--- config.mk ---
export PLATFORM = sky130hd
export DESIGN_NAME = gray_counter_ud
export DESIGN_NICKNAME = d
export VERILOG_FILES = /design/src/rtl/gray_pkg.sv /design/src/rtl/gray_counter_ud_gray2bin.sv /design/src/rtl/gray_counter_ud.sv
export SDC_FILE = /design/constraint.sdc
export NUM_CORES = 1
export LEC_CHECK = 0
export BUFFER_PORTS_ARGS = -buffer_cell sky130_fd_sc_hd__buf_2
export CORE_AREA = 5 5 42 44
export CTS_CLUSTER_DIAMETER = 200
export DETAILED_ROUTE_END_ITERATION = 7
export DIE_AREA = 0 0 47 49
export PLACE_DENSITY = 0.73
export SLEW_MARGIN = 20
export SYNTH_ARGS = -nofsm -noshare
export SYNTH_HDL_FRONTEND = slang
export SYNTH_HIERARCHICAL = 1
export SYNTH_SLANG_ARGS = --single-unit
--- constraint.sdc ---
create_clock -name i_clk -period 4.8 [get_ports i_clk]
set_input_delay 1.2 -clock i_clk [delete_from_list [all_inputs] [get_ports i_clk]]
set_output_delay 1.2 -clock i_clk [all_outputs]
set_load 0.01 [all_outputs]
--- src/rtl/gray_pkg.sv ---
// Gray/binary conversion helpers and counter range constants shared by the Gray counter and FIFO pointer logic.
// Functions work on MAX_W-bit zero-extended values; callers truncate to their own width.
package gray_pkg;

  localparam int MAX_W         = 32;
  localparam int DEFAULT_WIDTH = 4;

  function automatic logic [MAX_W-1:0] bin2gray(input logic [MAX_W-1:0] b);
    return b ^ (b >> 1);
  endfunction

  // Prefix XOR from the MSB down; zero-extended upper bits leave the result unchanged.
  function automatic logic [MAX_W-1:0] gray2bin(input logic [MAX_W-1:0] g);
    logic [MAX_W-1:0] b;
    b[MAX_W-1] = g[MAX_W-1];
    for (int i = MAX_W - 2; i >= 0; i--) begin
      b[i] = b[i+1] ^ g[i];
    end
    return b;
  endfunction

  function automatic logic [MAX_W-1:0] cnt_max(input int w);
    return (MAX_W'(1) << w) - MAX_W'(1);
  endfunction

  function automatic logic [MAX_W-1:0] cnt_min();
    return '0;
  endfunction

endpackage

--- src/rtl/gray_counter_ud_gray2bin.sv ---
// Combinational Gray-to-binary converter, WIDTH-generic; reusable for synchronised FIFO pointers.
// Zero latency, no flow control: each binary bit is the XOR of all Gray bits at or above it.
module gray_counter_ud_gray2bin
  import gray_pkg::*;
#(
  parameter int WIDTH = DEFAULT_WIDTH
) (
  input  logic [WIDTH-1:0] i_gray,
  output logic [WIDTH-1:0] o_bin
);

  genvar gi;
  generate
    for (gi = 0; gi < WIDTH; gi++) begin : g_bit
      assign o_bin[gi] = ^i_gray[WIDTH-1:gi];
    end
  endgenerate

endmodule

--- src/rtl/gray_counter_ud.sv ---
// Up/down Gray counter with sync load, look-ahead gray_next and terminal-count pulse; 1-cycle step latency, no backpressure.
// Define GRAY_COUNTER_SAT_EN for saturating mode (count holds at the ends, tc stays high); default wraps.
module gray_counter_ud
  import gray_pkg::*;
#(
  parameter int WIDTH       = 4,
  parameter int RESET_VALUE = 0
) (
  input  logic             i_clk,
  input  logic             i_rst_n,
  input  logic             i_en,
  input  logic             i_up,
  input  logic             i_load,
  input  logic [WIDTH-1:0] i_load_gray,
  output logic [WIDTH-1:0] o_gray_out,
  output logic [WIDTH-1:0] o_bin_out,
  output logic [WIDTH-1:0] o_gray_next,
  output logic             o_tc
);

  localparam logic [WIDTH-1:0] CNT_MAX    = WIDTH'(cnt_max(WIDTH));
  localparam logic [WIDTH-1:0] CNT_MIN    = WIDTH'(cnt_min());
  localparam logic [WIDTH-1:0] RESET_BIN  = WIDTH'(RESET_VALUE);
  localparam logic [WIDTH-1:0] RESET_GRAY = WIDTH'(bin2gray(MAX_W'(RESET_BIN)));

  logic [WIDTH-1:0] r_bin;
  logic [WIDTH-1:0] r_gray;
  logic             r_tc;

  logic [WIDTH-1:0] w_load_bin;
  logic [WIDTH-1:0] w_bin_nxt;
  logic [WIDTH-1:0] w_gray_nxt;
  logic             w_tc_nxt;
  logic             w_at_max;
  logic             w_at_min;

  gray_counter_ud_gray2bin #(
    .WIDTH (WIDTH)
  ) u_load_conv (
    .i_gray (i_load_gray),
    .o_bin  (w_load_bin)
  );

  assign w_at_max = (r_bin == CNT_MAX);
  assign w_at_min = (r_bin == CNT_MIN);

  // Single binary next-state mux; reset is folded in so gray_next is valid during reset.
  always_comb begin
    w_bin_nxt = r_bin;
    w_tc_nxt  = 1'b0;
    if (!i_rst_n) begin
      w_bin_nxt = RESET_BIN;
    end else if (i_load) begin
      w_bin_nxt = w_load_bin;
    end else if (i_en) begin
      if (i_up) begin
`ifdef GRAY_COUNTER_SAT_EN
        if (w_at_max) begin
          w_bin_nxt = r_bin;
          w_tc_nxt  = 1'b1;
        end else begin
          w_bin_nxt = r_bin + WIDTH'(1);
        end
`else
        w_bin_nxt = r_bin + WIDTH'(1);
        w_tc_nxt  = w_at_max;
`endif
      end else begin
`ifdef GRAY_COUNTER_SAT_EN
        if (w_at_min) begin
          w_bin_nxt = r_bin;
          w_tc_nxt  = 1'b1;
        end else begin
          w_bin_nxt = r_bin - WIDTH'(1);
        end
`else
        w_bin_nxt = r_bin - WIDTH'(1);
        w_tc_nxt  = w_at_min;
`endif
      end
    end
  end

  assign w_gray_nxt = WIDTH'(bin2gray(MAX_W'(w_bin_nxt)));

  always_ff @(posedge i_clk) begin
    if (!i_rst_n) begin
      r_bin  <= RESET_BIN;
      r_gray <= RESET_GRAY;
      r_tc   <= 1'b0;
    end else begin
      r_bin  <= w_bin_nxt;
      r_gray <= w_gray_nxt;
      r_tc   <= w_tc_nxt;
    end
  end

  assign o_gray_out  = r_gray;
  assign o_bin_out   = r_bin;
  assign o_gray_next = w_gray_nxt;
  assign o_tc        = r_tc;

endmodule

==> results.md <==
- Die area: 0.002303 mm²
- Starting DRT DRC Count: 7
- Nets@finish: 95
- Critical Path Start Type: input port
- Vias per cell: 5.062
- Crit end category: output pin
- Gr usage total: 12.16%
- Peak VDD IR: 0.1907 mV
- Yosys top cell area share: 27.29%
- Post_cts resized: 0
- Die W: 47 µm
- Initial Util: 41.88%
- Post-DP HPWL: 920.5 µm
- Synth cell types: 35
- Root buffer cell: clkbuf_4
- WS Path Type: in -> out
- Critical Path AT: 2860 ps
- Number of global-route vias before repair: 500
- Ant. Diodes: 0
- Syn Inst Count: 62
- Fin crit share: 84.58%
- Worst hold-check path type: reg -> reg
- Synth Area in Compound Gates: 13.01%
- Final TNS setup: 0 ps
- Post-route DRC: 0
- CTS buffer count: 3
- Busiest layer in global routing: met2
- Mux share of post-synthesis cell area: 5.544%
- Initial antenna violation count: 0
- Die Height: 49 µm
- Aggregate global routing overflow: 0
- Minimum clock period: 4060 ps
- Share of cells above drive strength 1: 33.33%
- CP bufs+invs: 3
- First-pass GRT wire length: 2.111 mm
- GPL Wtd Cong: 0.7812
- I/O pins: 22
- Synth Area in Adders: 7.676%
- Clock slew at reported path FFs: 50 ps
- Maximum clock rate: 0.2463 GHz
- Req. time, crit path: 3600 ps
- Max_cap viols: 0
- Clk sinks: 8
- IO Port Bufs: 21
- GR Util met1: 14.92%
- Status: finished, final reports clean
- 1st-pass router iterations: 4
- Post-DR wirelength/cell: 12.07 µm
- RSZ-0062 raised after global routing: no
- Core ar.: 0.001401 mm²
- Routed Wire Length: 1.171 mm
- Setup Skew: 4.052 ps
- Leading area contributor after synthesis: dfxtp_1
- Critical Path Slowest Stage Cell: ha_1
- CTS tree: yes
- Ranking of synthesized cells by area: dfxtp_1 (27%), xnor2_1 (10%), buf_4 (5.1%)
- Cell family with most CP delay: buffers and inverters
- Cell Chain, Critical Path: buf_2 > inv_1 > ha_1 > xnor2_1 > a211oi_1 > nor3b_2 > mux2_1 > buf_2
- CP Max Fanout: 8
- Avg Inst Size Synth: 9.465 µm²
- Cell Rows: 14
- Slew headroom: 64.14%
- Worst path most repeated cell: buf_2
- Post-CTS setup buffer count: 0
- Synth-to-layout area growth: 19.40%
- XOR/XNOR Fraction of Synth Area: 16.20%
- Leak: 0.0003366 µW
- Post-Syn Nets: 74
- Met2 usage: 19.46%
- CTS Buffer Depth: 2
- # setup viols final: 0
- Hold Buf Count CTS: 0
- Largest family of logic cells by synthesized area: simple AND/OR/NAND/NOR gates
- Largest net degree at the start of global routing: 14
- Slowest stage delay, CP: 360 ps
- Synth warn: 6
- Hold Vio Cnt, Final: 0
- Final worst slack: 740.1 ps
- Synthesized area: 586.8 µm²
- M3 GR Usage: 2.583%
- Clk Latency, worst-skew pair: 250 ps
- Final Max Tran Viols: 0
- PwrDens: 301.8 mW/mm²
- Antenna viol nets, final: 0
- Tightest Pin Transition: 535.5 ps
- Hold slack: 700.3 ps
- Register area share after synthesis: 27.29%
- Vias: 491
- #FFs+latches synth: 8
- CTS H-tree lvls: 1
- Simple-Gate Fraction of Synth Area: 21.96%
- Worst slack, placed: 752.0 ps
==> path summary, 6_finish.rpt <==
| path | depth (start not counted) | startpoint | end | slack (ps) |
|---|---|---|---|---|
| setup / recovery | 8 | i_up | o_gray_next[2] | 740 |
| hold reg to reg | 4 | o_bin_out[2] | o_tc | 700 |
| hold / removal | 4 | o_bin_out[2] | o_tc | 700 |
| setup reg to reg | 6 | o_bin_out[0] | o_gray_out[2] | 2800 |
==> area by class of cell <==
cell class / instances / area [µm²]
Clock buffer: 3 / 22.52
Fill cell: 148 / 700.7
Inverter: 4 / 15.01
Multi-Input combinational cell: 45 / 377.9
Sequential cell: 8 / 160.2
Tap cell: 16 / 20.02
Timing Repair Buffer: 21 / 105.1
==> metal layers <==
metal,vias up,wire length [µm]
li1,254,-
met1,218,503
met2,17,565
met3,2,85
met4,0,17
met5,-,0
==> where the power goes <==
group          leakage (µW)  internal (µW)  switching [µW]  total (µW)
clock             0.0000138           28.5            20.8        49.3
sequential        0.0000666           75.7            6.81        82.5
combinational      0.000256           38.2            41.5        79.6
==> sequential cells by signal, summed over array words and instances, names as in the netlist <==
register and count:
o_bin_out 4, o_tc 1, o_gray_out 3
==> cells in the final DEF, fill, tap and decap left out, drive strengths merged, types with 2 or more instances in the layout <==
cell / instances
nor3b: 2
ha: 2
xor2: 3
buf: 21
inv: 4
nand3: 2
nand2b: 2
nor2b: 2
clkbuf: 3
mux2: 2
nor2: 2
and2: 2
xnor2: 7
dfxtp: 8
a21oi: 2
==> kinds of logic after synthesis <==
family | after synthesis
buffers and inverters | 9
AO/OA/AOI/OAI | 10
XOR/XNOR | 10
adder cells (fa/ha/maj) | 3
multiplexers | 3
flip-flops | 8
AND/OR/NAND/NOR | 19
==> Yosys cell counts (all sizes together) <==
cell	n
nand3	2
nor3	1
a21oi	2
nand2	1
nand2b	2
nor3b	2
nor2b	2
nand3b	1
buf	4
a22oi	1
a221o	1
nor4	1
o2bb2ai	1
xnor2	7
a211oi	1
ha	2
a21o	1
xor2	3
o211a	1
o21a	1
fa	1
nand4	1
clkbuf	1
o211ai	1
dfxtp	8
mux2i	1
and2	2
inv	4
or4b	1
nor4bb	1
nor2	2
mux2	2
==> per-stage QoR <==
step | total power, µW | utilization (%) | instance area [µm²] | std cells
2_1_floorplan | 138.8 | - | 586.8 | 62
3_3_place_gp | 162.2 | 48.39 | 678.2 | 94
3_5_place_dp | 163.8 | 48.39 | 678.2 | 94
4_1_cts | 215.0 | 50.00 | 700.7 | 97
5_1_grt | 228.0 | 50.00 | 700.7 | 97
6_report | 211.4 | 50.00 | 700.7 | 97
==> worst register-to-register path, delay by kind of cell, from the launching register on <==
family / cells / cell delay, ps
AND/OR/NAND/NOR: 1 / 130
multiplexers: 1 / 290
flip-flops: 1 / 450
AO/OA/AOI/OAI: 1 / 350
adder cells (fa/ha/maj): 1 / 410
XOR/XNOR: 1 / 150
buffers and inverters: 1 / 100
(Power assumes the default switching activity.)
